`src/rtl/fifo_param.sv`:
```
// Parametrised single-clock FIFO, any DEPTH >= 2.
// Selectable overflow policy, thresholds, sticky error flags.
module fifo_param #(
  parameter int DATA_W    = 8,
  parameter int DEPTH     = 16,
  parameter int AW        = $clog2(DEPTH),
  parameter int AFULL_TH  = DEPTH - 2,
  parameter int AEMPTY_TH = 2,
  parameter int OVERWRITE = 1
) (
  input  logic              clk,
  input  logic              rst,
  input  logic              flush,
  input  logic              wen,
  input  logic [DATA_W-1:0] wdata,
  input  logic              ren,
  output logic [DATA_W-1:0] rdata,
  output logic [AW:0]       count,
  output logic              full,
  output logic              empty,
  output logic              almost_full,
  output logic              almost_empty,
  output logic              overflow,
  output logic              underflow,
  input  logic              clr_err
);

  localparam logic [AW-1:0] LAST  = AW'(DEPTH - 1);
  localparam logic [AW:0]   FULLC = (AW+1)'(DEPTH);
  localparam logic [AW:0]   AF_C  = (AW+1)'(AFULL_TH);
  localparam logic [AW:0]   AE_C  = (AW+1)'(AEMPTY_TH);
  localparam logic [AW:0]   ONE   = (AW+1)'(1);
  localparam bit            OVW   = (OVERWRITE != 0);

  if (DEPTH < 2 || AW != $clog2(DEPTH) ||
      AEMPTY_TH >= AFULL_TH || AFULL_TH > DEPTH ||
      AEMPTY_TH < 0) begin : g_bad_params
    $error("fifo_param: illegal DEPTH/AW/threshold setting");
  end

  logic [DATA_W-1:0] r_mem [DEPTH];
  logic [AW-1:0]     r_waddr;
  logic [AW-1:0]     r_raddr;
  logic [AW:0]       r_count;
  logic              r_ovf;
  logic              r_udf;

  logic w_full;
  logic w_empty;
  logic w_we;
  logic w_pop;
  logic w_ovf_evt;
  logic w_udf_evt;

  function automatic logic [AW-1:0] f_inc(
    input logic [AW-1:0] p
  );
    return (p == LAST) ? '0 : p + 1'b1;
  endfunction

  assign w_full  = (r_count == FULLC);
  assign w_empty = (r_count == '0);

  // A write at full only lands if a pop frees the slot
  // or the oldest entry may be overwritten.
  assign w_we = !rst && !flush && wen &&
                (!w_full || ren || OVW);

  // Overwrite at full drags the read pointer along.
  assign w_pop = !flush &&
                 ((ren && !w_empty) ||
                  (OVW && wen && !ren && w_full));

  assign w_ovf_evt = !flush && wen && !ren && w_full;
  assign w_udf_evt = !flush && ren && w_empty;

  // Storage: no reset, written only on accepted writes.
  always_ff @(posedge clk) begin
    if (w_we) r_mem[r_waddr] <= wdata;
  end

  // Pointers and occupancy; flush beats normal operation.
  always_ff @(posedge clk or posedge rst) begin
    if (rst) begin
      r_waddr <= '0;
      r_raddr <= '0;
      r_count <= '0;
    end else if (flush) begin
      r_waddr <= '0;
      r_raddr <= '0;
      r_count <= '0;
    end else begin
      if (w_we) r_waddr <= f_inc(r_waddr);
      if (w_pop) r_raddr <= f_inc(r_raddr);
      if (w_we && !w_pop)
        r_count <= r_count + ONE;
      else if (w_pop && !w_we)
        r_count <= r_count - ONE;
    end
  end

  // Sticky error flags; a fresh event outranks clr_err.
  always_ff @(posedge clk or posedge rst) begin
    if (rst) begin
      r_ovf <= 1'b0;
      r_udf <= 1'b0;
    end else begin
      if (w_ovf_evt)    r_ovf <= 1'b1;
      else if (clr_err) r_ovf <= 1'b0;
      if (w_udf_evt)    r_udf <= 1'b1;
      else if (clr_err) r_udf <= 1'b0;
    end
  end

  assign rdata        = r_mem[r_raddr];
  assign count        = r_count;
  assign full         = !rst && w_full;
  assign empty        = !rst && w_empty;
  assign almost_full  = !rst && (r_count >= AF_C);
  assign almost_empty = !rst && (r_count <= AE_C);
  assign overflow     = r_ovf;
  assign underflow    = r_udf;

`ifdef FORMAL
  logic [AW:0] f_diff;
  always_comb begin
    f_diff = '0;
    if (r_waddr >= r_raddr)
      f_diff = (AW+1)'(r_waddr) - (AW+1)'(r_raddr);
    else
      f_diff = (AW+1)'(r_waddr) + FULLC -
               (AW+1)'(r_raddr);
  end

  always @(posedge clk) begin
    if (rst) begin
      assert (!full && !empty);
      assert (!almost_full && !almost_empty);
    end else begin
      assert (r_count <= FULLC);
      assert (r_waddr <= LAST && r_raddr <= LAST);
      if (f_diff == '0)
        assert (r_count == '0 || r_count == FULLC);
      else
        assert (r_count == f_diff);
      assert (full == (r_count == FULLC));
      assert (empty == (r_count == '0));
      cover (full);
      cover (w_pop && w_we && w_full && !ren);
      cover (w_udf_evt);
      cover (((DEPTH & (DEPTH - 1)) != 0) &&
             w_we && r_waddr == LAST);
    end
  end
`endif

endmodule
```
`config.mk`:
```
export PLATFORM = sky130hd
export DESIGN_NAME = fifo_param
export DESIGN_NICKNAME = d
export VERILOG_FILES = /design/src/rtl/fifo_param.sv
export SDC_FILE = /design/constraint.sdc
export NUM_CORES = 1
export LEC_CHECK = 0
export ABC_CLOCK_PERIOD_IN_PS = 4900
export CAP_MARGIN = 20
export CORE_MARGIN = 2
export CORE_UTILIZATION = 49
export CTS_BUF_LIST = sky130_fd_sc_hd__clkbuf_16
export CTS_CLUSTER_SIZE = 16
export DETAILED_ROUTE_END_ITERATION = 6
export MAX_ROUTING_LAYER = met4
export PLACE_DENSITY_LB_ADDON = 0.08
export SLEW_MARGIN = 20
export SYNTH_ARGS = -nofsm -noshare
export SYNTH_HDL_FRONTEND = slang
export SYNTH_SLANG_ARGS = --single-unit
export TNS_END_PERCENT = 5
```
`constraint.sdc`:
```
create_clock -name clk -period 4.9 [get_ports clk]
set_clock_uncertainty 0.15 [all_clocks]
set_input_delay 0.735 -clock clk [delete_from_list [all_inputs] [get_ports clk]]
set_output_delay 0.735 -clock clk [all_outputs]
set_load 0.03 [all_outputs]
```
==> metrics.yaml <==
outcome:
  status: "finished clean"
synth:
  netlist_area_um2: 6030
  ys.flop_type: "edfxtp_1"
  syn_nets: 362
  seq_area_frac_synth_pct: 70.0
  synth_edf_count: 128
  syn_area_per_cell_um2: 17.8
  synthDistinctLibCells: 45
  synth_warnings: 0
  async_flop_share_pct: 10.5
  synth_cells: 338
  ys_ff_latch: 143
timing:
  min_period_ps: 3960
  fin_crit_sh_pct: 80.9
  hold_viol: 0
  holdWs_ps: 380
  maxSlewViolCount: 0
  worstMarginPinSlew_ps: 1010
  rsz0062_at_grt: "false"
  finalSetupViolations: 0
  max_slew_margin_pct: 32.3
  clock.fmax_ghz: 0.252
  setup_tns_ps: 0
routing:
  vias: 3127
  drcViolationCount: 0
  via_per_inst: 5.82
  ant_nets: 0
  wl_um: 12000
  drtPass1Iterations: 4
  wl_per_cell_um: 22.4
  drt_iter0_markers: 302
power_and_ir_drop:
  combPwrFrac_pct: 22.9
  switchingPower_uw: 983
  finalPower_uw: 3700
  power.density_nw_per_um2: 519
  power_frac_clock_pct: 38.0
  p_leak_uw: 0.00240
  vdd_drop_max_v: 0.000311
  intPower_uw: 2720
  power.share.sequential_pct: 39.2
  sw_frac_of_total_pct: 26.5
placement:
  placed_area_um2: 6490
  io_buffers: 32
  dp_hpwl_um: 7780
  place_congestion: 0.784
  dp.cells: 506
clock_network:
  numCtsBuffers: 17
  cts_root_buf: "clkbuf_16"
  clk_pin_slew_worst_paths_ps: 60
  clk_latency_ps: 410
  cts_sinks: 143
  cts_tree: "built"
  h-tree-depth: 4
  cts_resized: 0
  clk_path_buf_depth: 2
  hold_buffers: 0
  cts_setup_buffers: 0
critical_path:
  crit_path_max_fanout: 20
  cp.arrival_ps: 3080
  crit_path_end: "rdata[3]"
  cp-end-kind: "output pin"
  r2r_cells: 9
  reg2reg_to: "count[4]"
  slowest_delay_ps: 740
  cp_cell_sequence: "buf_4, mux4_2, nor2b_1, a211oi_1, a31oi_1, clkdlybuf4s50_1"
  startpoint_type: "flop"
  cp-startpoint: "r_raddr[0]"
  critPathKind: "reg2out"
  cp.required_ps: 4010
  crit_path_top_delay_cell: "dfrtp_2"
  timing.rr.start: "count[0]"
  ff2ff_setup_slack_ps: 1760
floorplanning:
  die_w_um: 115
  io_pins: 33
  start_util_pct: 50.2
  die-area_um2: 13200
  coreArea_um2: 12000
  die_h_um: 115
  floorplan.rows: 40
global_route:
  grt_max_degree: 21
  grt_pass1_vias: 3368
  antenna_found_initial: 0
  grt_overflow_total: 0
  grt.total_usage_pct: 20.9
  grt_pass1_wl_um: 18800
cells_and_area:
  final_common_cell: "edfxtp_1"
  drive_above_1_share_pct: 19.0
  diodes: 0
  fin_area_um2: 7140
  layout_common_cells: "128 x edfxtp_1, 32 x mux4_2, 32 x clkdlybuf4s50_1"
  layout.nets: 402
  area_delta_synth_final_pct: 18.4
  layoutNonFillerInstCount: 537
hold_path:
  min-delay-start: "overflow"
  hold_path_class: "reg2reg"
run:
  drv_cap: 0
[cells in the mapped netlist, types with 2 or more instances]
master	instances	share of area, %
nor3_1	3	0.25
a21oi_1	12	1.0
nand3_1	5	0.42
a21o_1	2	0.25
clkbuf_1	6	0.37
nor2_1	10	0.62
mux4_2	32	12
o2bb2ai_1	3	0.44
o31ai_1	2	0.25
a31oi_1	5	0.52
buf_2	4	0.33
nand2_1	19	1.2
nor2b_1	4	0.42
mux2i_1	7	1.2
o21ai_0	4	0.33
buf_4	4	0.50
xnor2_1	3	0.44
inv_1	9	0.56
and4_1	3	0.44
and2_1	14	1.5
nor3b_1	2	0.25
a211oi_1	8	1.0
buf_1	3	0.19
and3_1	4	0.42
edfxtp_1	128	64
ha_1	9	1.9
dfrtp_1	15	6.2
[through the flow]
stage	utilization, %	setup slack [ps]
floorplan	-	2020
global placement	54.0	1350
detailed placement	54.0	1310
CTS	59.4	867
global route	59.4	736
finish	59.4	937
[worst min path at each step]
stage / end / cells after the start / slack [ps]
floorplan: r_waddr[0] / 1 / 390
global placement: overflow / 2 / 370
detailed placement: overflow / 2 / 370
CTS: overflow / 2 / 380
global route: overflow / 2 / 430
finish: overflow / 2 / 380
[state kept, by name, summed over array words and instances, names as in the netlist]
register / count
count: 5
overflow: 1
underflow: 1
r_waddr: 4
r_raddr: 4
r_mem: 128
[power by group through the flow]
stage	combinational [uW]	sequential, uW	clock (uW)
after detailed placement	854	1480	0
final	846	1450	1410
after global routing	917	1460	1470
after global placement	846	1480	0
after CTS	858	1450	1430
after floorplan	628	1460	0
[cell type report]
type	instances	area, um2
fill	896	4870
inverter	9	33.8
tap	147	184
sequential	143	4220
clock inverter	14	223
multi-input combinational	168	1680
timing repair buffer	39	373
clock buffer	17	425
[critical path: cells and delay by family, from the launching register on]
kind                   cells  cell delay, ps
buffers and inverters      2             960
muxes                      1             510
AOI/OAI and AO/OA          2             320
and+or+nand+nor            1             140
DFF                        1             740
[logic make-up (layout without fill, tap and decap cells)]
| logic type | Yosys count | after routing | share of synthesized area, % |
|---|---|---|---|
| simple gates | 69 | 69 | 6.56 |
| mux | 40 | 40 | 13.4 |
| flops | 143 | 143 | 70.0 |
| xor+xnor | 4 | 4 | 0.582 |
| compound gates | 45 | 45 | 5.13 |
| fa+ha+maj | 10 | 10 | 2.20 |
| buf+inv | 27 | 79 | 2.14 |
[routing by layer]
metal | track usage, % | share of wire, %
met1 | 25.7 | 41
met2 | 33.6 | 52
met3 | 4.96 | 5.3
met4 | 8.35 | 1.1
met5 | - | 0
No activity file was read; power rests on OpenSTA's default activity.
